`config.mk`:
```
export PLATFORM = sky130hd
export DESIGN_NAME = press_detect_multi
export DESIGN_NICKNAME = d
export VERILOG_FILES = /design/src/rtl/press_detect_multi_pkg.sv /design/src/rtl/press_detect_multi_channel.sv /design/src/rtl/press_detect_multi.sv
export SDC_FILE = /design/constraint.sdc
export NUM_CORES = 1
export LEC_CHECK = 0
export BUFFER_PORTS_ARGS = -buffer_cell sky130_fd_sc_hd__buf_2
export CAP_MARGIN = 0
export CELL_PAD_IN_SITES_DETAIL_PLACEMENT = 1
export CELL_PAD_IN_SITES_GLOBAL_PLACEMENT = 1
export CORE_MARGIN = 2
export CORE_UTILIZATION = 43
export CTS_CLUSTER_SIZE = 8
export DETAILED_ROUTE_END_ITERATION = 10
export PLACE_DENSITY = 0.88
export SYNTH_ARGS = -nofsm -noshare
export SYNTH_HDL_FRONTEND = slang
export SYNTH_SLANG_ARGS = --single-unit
```
`constraint.sdc`:
```
create_clock -name clk -period 2.11 [get_ports clk]
set_clock_uncertainty 0.15 [all_clocks]
set_input_delay 0.211 -clock clk [delete_from_list [all_inputs] [get_ports clk]]
set_output_delay 0.211 -clock clk [all_outputs]
set_load 0.01 [all_outputs]
```
`src/rtl/press_detect_multi_pkg.sv`:
```
// Shared types for the multi-channel press detector.
// IDLE encodes as 0 so a cleared state register means IDLE.
package press_pkg;

  typedef enum logic [1:0] {
    IDLE      = 2'd0,
    ARMING    = 2'd1,
    HELD      = 2'd2,
    RELEASING = 2'd3
  } press_state_t;

  function automatic logic is_pressed(press_state_t s);
    return (s == HELD) || (s == RELEASING);
  endfunction

endpackage

```
`src/rtl/press_detect_multi_channel.sv`:
```
// One button channel: 2-flop synchronizer, tick-gated debounce FSM,
// registered level plus press/release/long one-shot pulses.
module press_channel
  import press_pkg::*;
#(
  parameter int CNT_W        = 10,
  parameter int DEBOUNCE_CNT = 6,
  parameter int LONG_CNT     = 500
) (
  input  logic clk,
  input  logic reset,
  input  logic enable,
  input  logic tick,
  input  logic btn_i,
  output logic pressed_o,
  output logic press_o,
  output logic release_o,
  output logic long_o
);

  localparam logic [CNT_W-1:0] D_LAST = CNT_W'(DEBOUNCE_CNT - 1);
  localparam logic [CNT_W-1:0] L_MAX  = CNT_W'(LONG_CNT);
  localparam logic [CNT_W-1:0] ONE    = CNT_W'(1);

  logic             s1, s2;
  press_state_t     state, state_n;
  logic [CNT_W-1:0] dcnt, dcnt_n, lcnt, lcnt_n;
  logic             press_n, release_n, long_n;

  always_comb begin
    state_n   = state;
    dcnt_n    = dcnt;
    lcnt_n    = lcnt;
    press_n   = 1'b0;
    release_n = 1'b0;
    long_n    = 1'b0;
    if (!enable) begin
      state_n = IDLE;
      dcnt_n  = '0;
      lcnt_n  = '0;
    end else if (tick) begin
      case (state)
        IDLE: if (s2) begin
          state_n = ARMING;
          dcnt_n  = ONE;
        end
        ARMING: if (!s2) begin
          state_n = IDLE;
          dcnt_n  = '0;
        end else if (dcnt == D_LAST) begin
          state_n = HELD;
          press_n = 1'b1;
          dcnt_n  = '0;
          lcnt_n  = '0;
        end else begin
          dcnt_n = dcnt + ONE;
        end
        // lcnt saturates at L_MAX, so long fires once per press
        HELD: if (s2) begin
          if (lcnt != L_MAX) begin
            lcnt_n = lcnt + ONE;
            long_n = (lcnt_n == L_MAX);
          end
        end else begin
          state_n = RELEASING;
          dcnt_n  = ONE;
        end
        RELEASING: if (s2) begin
          state_n = HELD;
          dcnt_n  = '0;
        end else if (dcnt == D_LAST) begin
          state_n   = IDLE;
          release_n = 1'b1;
          dcnt_n    = '0;
          lcnt_n    = '0;
        end else begin
          dcnt_n = dcnt + ONE;
        end
        default: begin
          state_n = IDLE;
          dcnt_n  = '0;
          lcnt_n  = '0;
        end
      endcase
    end
  end

  always_ff @(posedge clk) begin
    if (reset) begin
      s1        <= 1'b0;
      s2        <= 1'b0;
      state     <= IDLE;
      dcnt      <= '0;
      lcnt      <= '0;
      pressed_o <= 1'b0;
      press_o   <= 1'b0;
      release_o <= 1'b0;
      long_o    <= 1'b0;
    end else begin
      s1        <= btn_i;
      s2        <= s1;
      state     <= state_n;
      dcnt      <= dcnt_n;
      lcnt      <= lcnt_n;
      pressed_o <= is_pressed(state_n);
      press_o   <= press_n;
      release_o <= release_n;
      long_o    <= long_n;
    end
  end

endmodule

```
`src/rtl/press_detect_multi.sv`:
```
// Multi-channel press detector: CHANNELS independent press_channel
// instances sharing enable and tick.
module press_detect_multi
  import press_pkg::*;
#(
  parameter int CHANNELS     = 4,
  parameter int CNT_W        = 10,
  parameter int DEBOUNCE_CNT = 6,
  parameter int LONG_CNT     = 500
) (
  input  logic                clk,
  input  logic                reset,
  input  logic                enable,
  input  logic                tick,
  input  logic [CHANNELS-1:0] btn_i,
  output logic [CHANNELS-1:0] pressed_o,
  output logic [CHANNELS-1:0] press_o,
  output logic [CHANNELS-1:0] release_o,
  output logic [CHANNELS-1:0] long_o
);

  for (genvar c = 0; c < CHANNELS; c++) begin : g_ch
    press_channel #(
      .CNT_W       (CNT_W),
      .DEBOUNCE_CNT(DEBOUNCE_CNT),
      .LONG_CNT    (LONG_CNT)
    ) u_ch (
      .clk      (clk),
      .reset    (reset),
      .enable   (enable),
      .tick     (tick),
      .btn_i    (btn_i[c]),
      .pressed_o(pressed_o[c]),
      .press_o  (press_o[c]),
      .release_o(release_o[c]),
      .long_o   (long_o[c])
    );
  end

endmodule
```
Word-level counts from Yosys, hierarchy flattened
Index checks and enable logic that the tools add are counted.
Storage, ports and cells
  bits in registers: 112
  bits in latches: 0
  RAM bits: 0
  ROM bits: 0
  bits of input ports: 8
  output and inout bits: 16
  logic and storage cells: 243
  memories: 0
Operators by class
  $add $sub $neg: 8
  $mul: 0
  divide/modulo/power cells: 0
  order comparisons: 0
  equal/unequal tests: 56
  shifts and indexed selects: 0
  muxes and demuxes: 88
  bitwise gates (word level): 22
  reductions and logical operators: 33
Operators by type and width (count)
  2-to-1 mux 10 bit: 40
  case mux 10 bit (4 select lines): 4
  case mux 10 bit (3 select lines): 4
  adder 10 x 1 -> 10 bit, second input constant: 8
  2-to-1 mux 2 bit: 32
  equality test 10 x 3 -> 1 bit, second input constant: 4
  equality test 10 x 9 -> 1 bit, second input constant: 4
  != test 10 x 9 -> 1 bit, second input constant: 4
  OR reduction 5 bit: 8
  equality test 2 bit, second input constant: 16
  != test 2 x 1 -> 1 bit, second input constant: 16
  case mux 2 bit (4 select lines): 4
  AND reduction 6 bit: 4
  OR reduction 6 bit: 4
  inverter 1 bit: 22
  != test 2 bit, second input constant: 8
  AND reduction 3 bit: 4
  nonzero test 3 bit: 4
  equality test 2 x 1 -> 1 bit, second input constant: 4
  zero test 2 bit: 4
  logical OR 1 bit: 4
  2-to-1 mux 1 bit: 4
  OR reduction 2 bit: 1

Logic depth before layout (Yosys ltp)
  depth in word-level cells: 8
  depth in mapped cells: 8
  depth with buffers taken out: 7

By module
From an unflattened synthesis, not the netlist that was laid out.
Unflattened totals
  cells, all modules: 736
  area total of the unflattened synthesis: 6253.5 um^2
By module, submodules not included
  press_channel (g_ch[0].u_ch ...): times used 2, cells an instance 193, area an instance 1659.1 um^2, sequential area each 560.5 um^2
  press_channel (g_ch[2].u_ch): times used 1, cells an instance 179, area an instance 1471.4 um^2, sequential area each 560.5 um^2
  press_channel (g_ch[3].u_ch): times used 1, cells an instance 171, area an instance 1463.9 um^2, sequential area each 560.5 um^2

Worst setup path before layout
Ideal clock, no wire load.
  path kind: reg2reg
  start point: register g_ch[0].u_ch.dcnt[0]
  end point: register g_ch[0].u_ch.lcnt[2]
  library setup time: 0.126 ns
  arrival: 1.752 ns
  required time: 1.834 ns
  setup slack: 0.083 ns
  cell stages (with the launch flop): 8
  path buffers: 1
  period minus slack after synthesis: 2.027 ns
  cell sequence: dfxtp_1 ha_1 nor4b_1 o2111ai_1 a211o_1 clkbuf_1 o211ai_1 o21ai_0
Between the ends
  cells in the longest elaborated chain, start to end: 4
  elaborated cells on any way between the ends: 5
  those cells by class: 1 x eq/ne; 4 x mux
Ends and longest elaborated chain
  start, declared: line press_detect_multi_channel.sv:27  | logic [CNT_W-1:0] dcnt, dcnt_n, lcnt, lcnt_n;
  start signal, assigned: line press_detect_multi_channel.sv:103  | dcnt <= dcnt_n;
  equality test 10 x 3 -> 1 bit *: line press_detect_multi_channel.sv:50, press_detect_multi_channel.sv:71
  2-to-1 mux 10 bit *
  2-to-1 mux 10 bit (on tied branches)
  case mux 10 bit (3 select lines) *
  end signal, assigned: line press_detect_multi_channel.sv:104  | lcnt <= lcnt_n;
  end, declared: line press_detect_multi_channel.sv:27
Mark *: on every way between the ends. The rest lies on a longest branch, timed or not. The select of a mux whose other input is x is not followed.
A chain may end at the register's enable or synchronous reset.

Final worst setup path
  start point: register g_ch[2].u_ch.dcnt[5]
  end point: register g_ch[2].u_ch.lcnt[4]
Between the ends
  cells in the longest elaborated chain, start to end: 4
  elaborated cells on any way between the ends: 5
  those cells by class: 1 x eq/ne; 4 x mux
Ends and longest elaborated chain (line)
  start, declared: press_detect_multi_channel.sv:27
  start signal, assigned: press_detect_multi_channel.sv:103
  equality test 10 x 3 -> 1 bit *: press_detect_multi_channel.sv:50, press_detect_multi_channel.sv:71
  2-to-1 mux 10 bit *
  2-to-1 mux 10 bit (on tied branches)
  case mux 10 bit (3 select lines) *
  end signal, assigned: press_detect_multi_channel.sv:104
  end, declared: press_detect_multi_channel.sv:27
Marks and branches as above.

==> out/metrics.cfg <==
[synthesis]
yosysWarnings = 0
synth-edff-count = 0
synthXorXnorAreaFrac_pct = 6.28
synthAdderAreaFrac_pct = 3.43
synth_area_mm2 = 0.00583
ys_seq_elements = 112
seq_area_frac_synth_pct = 38.4
synth_compound_area_share_pct = 15.6
synth_top_area_share_pct = 38.4
synth_top_cells_by_area = dfxtp_1, nor2_1, nand2_1
synthSimpleGateAreaFrac_pct = 30.3
async_flop_share_pct = 0
syn_nets = 722
synthFlopType = dfxtp_1
synth_cell_type_count = 73
yosysTopAreaCell = dfxtp_1
synth_cells = 698
synth_top_family_by_area = simple AND/OR/NAND/NOR gates
avgSynthCellArea_um2 = 8.36
muxShareOfSynthArea_pct = 0.558

[power_and_ir_drop]
switchingPower_w = 0.000939
p_clk_share_pct = 45.3
p_int_w = 0.00323
leakagePower_nw = 2.30
peakVddDrop_v = 0.000349
p_per_area_mw_per_mm2 = 618
switching_share_pct = 22.5
power_frac_seq_pct = 51.1
comb_power_share_pct = 3.5

[floorplan]
core-area_mm2 = 0.0132
start_util_pct = 44.1
die_h_um = 120
ios = 24
die_area_mm2 = 0.0145
num_rows = 42
die_w_um = 120

[placed_design]
portBuffers = 23
gp_congestion = 0.900
post-dp-hpwl_mm = 11.5
place_area_mm2 = 0.00625

[final_layout]
design_area_mm2 = 0.00675
layout_common_cells = dfxtp_1, nor2_1, nand2_1
final_layout_size_suffix_gt1_share_pct = 18.4
fin_util_pct = 50.9
antenna_cells = 0
fin_nets = 762
syn2layout_area_growth_pct = 15.6
final_common_cell = dfxtp_1

[clocking]
clock_path_buffers = 2
htree_levels = 3
cts_root_buf = clkbuf_16
path_clk_slew_ps = 80
cts_tree = yes
clock_sinks = 112
clk_latency_ps = 370
cts_buffers = 9

[drt]
wl_per_cell_um = 18.7
ant_nets = 0
first_pass_iters = 4
drt_iter0_drc = 403
remaining_drc_errors = 0
viasPerCell = 5.85
wl_mm = 17.2
vias = 5380

[global_route]
gr-usage-all-layers_pct = 23.9
grt_max_degree = 38
grt_first_pass_wirelength_mm = 27.9
antenna_found_initial = 0
grt_pass1_vias = 5741
globalRouteOverflowTotal = 0

[setup_path]
end_kind = flip-flop
worstPathRequired_ps = 2220
crit_fanout = 6
path_class = reg -> reg
cp.arrival_ps = 2210
cp-start-kind = flip-flop

[sta]
hold_viol_final = 0
setup_viol = 0
fin_crit_ps = 2100
worst_slew_pin_slew_ps = 539
grt_setup_unrepaired = true
slew_violations = 0
fin_crit_sh_pct = 99.7
max_freq_mhz = 475
max_slew_margin_pct = 63.7

[run]
drv_cap = 0

[run_status]
outcome = finished, final reports clean

[hold_path]
hp-class = in -> reg

per-layer routing:
layer / vias to the layer above / track usage, % / wire (um)
met2: 112 / 42.8 / 9000
met3: 32 / 3.73 / 527
met4: 0 / 11.1 / 426
met1: 2680 / 27.9 / 7200
li1: 2556 / - / -
met5: - / 0 / 0
synthesized netlist by cell type (16+ instances only):
| cell type | n |
|---|---|
| nand2_1 | 70 |
| xor2_1 | 23 |
| xnor2_1 | 17 |
| o21ai_0 | 36 |
| ha_1 | 16 |
| dfxtp_1 | 112 |
| nor3_1 | 19 |
| a21oi_1 | 37 |
| buf_4 | 19 |
| nand3_1 | 41 |
| nor2_1 | 73 |
| nand4_1 | 21 |
| inv_1 | 19 |
| nor2b_1 | 20 |
layout make-up:
cell class              count  area [um2]
clock buffers              13         280
clock inverters             3        46.3
fillers                  1636        6500
inverters                  19        71.3
multi-input cells         527        3380
flip-flops and latches    112        2260
well taps                 176         220
repair buffers             69         487
stage by stage:
| step | worst slack, ps | std cells | power, W | setup TNS [ps] | hold WS, ps |
|---|---|---|---|---|---|
| 6_report | 6.22 | 919 | 0.00417 | 0 | 80.5 |
| 5_1_grt | -45.5 | 919 | 0.00430 | -359 | 93.0 |
| 4_1_cts | 3.37 | 918 | 0.00419 | 0 | 73.6 |
| 3_5_place_dp | -108 | 898 | 0.00231 | -122 | 287 |
| 3_3_place_gp | 82.7 | 898 | 0.00231 | 0 | 279 |
| 2_1_floorplan | 82.8 | 698 | 0.00226 | 0 | 133 |
power by group through the flow:
stage / combinational (W) / clock, W / sequential [W]
5_1_grt: 0.000157 / 0.00201 / 0.00213
3_5_place_dp: 0.000135 / 0 / 0.00218
2_1_floorplan: 0.0000794 / 0 / 0.00218
4_1_cts: 0.000142 / 0.00192 / 0.00213
6_report: 0.000146 / 0.00189 / 0.00213
3_3_place_gp: 0.000128 / 0 / 0.00218
registers in the layout, summed over array words and instances (netlist names):
register             count
g_ch.u_ch.press_o        4
g_ch.u_ch.long_o         4
g_ch.u_ch.dcnt          40
g_ch.u_ch.s2             4
g_ch.u_ch.pressed_o      4
g_ch.u_ch.state          8
g_ch.u_ch.s1             4
g_ch.u_ch.lcnt          40
g_ch.u_ch.release_o      4
critical path, cell delays in order (launching register included):
cell and delay, ps:
dfxtp_2 330, or4_4 580, a2111oi_4 360, a311oi_4 110, a2111oi_2 390, nor3_1 70
path summary, 6_finish.rpt:
| check | from | end | slack (ps) | cells after the start |
|---|---|---|---|---|
| max reg2reg | g_ch[2].u_ch.dcnt[5] | g_ch[2].u_ch.lcnt[4] | 6 | 5 |
| min reg2reg | g_ch[1].u_ch.s1 | g_ch[1].u_ch.s2 | 300 | 1 |
| max | g_ch[2].u_ch.dcnt[5] | g_ch[2].u_ch.lcnt[4] | 6 | 5 |
| min | reset | g_ch[2].u_ch.s1 | 80 | 3 |
kinds of logic after synthesis:
kind of cell,after synthesis
mux,3
buf+inv,59
fa+ha+maj,16
simple gates,332
xor+xnor,41
compound gates,135
flops,112
repair_timing:
item / in CTS / in global routing
gates cloned: 0 / 0
hold endpoints to repair: 4 / 0
hold buffers: 4 / 0
pin swaps: 1 / 15
gates resized for setup: 5 / 35
endpoints found under the setup margin: 9 / 27
setup buffers: 0 / 1
No activity file was read; power rests on OpenSTA's default activity.
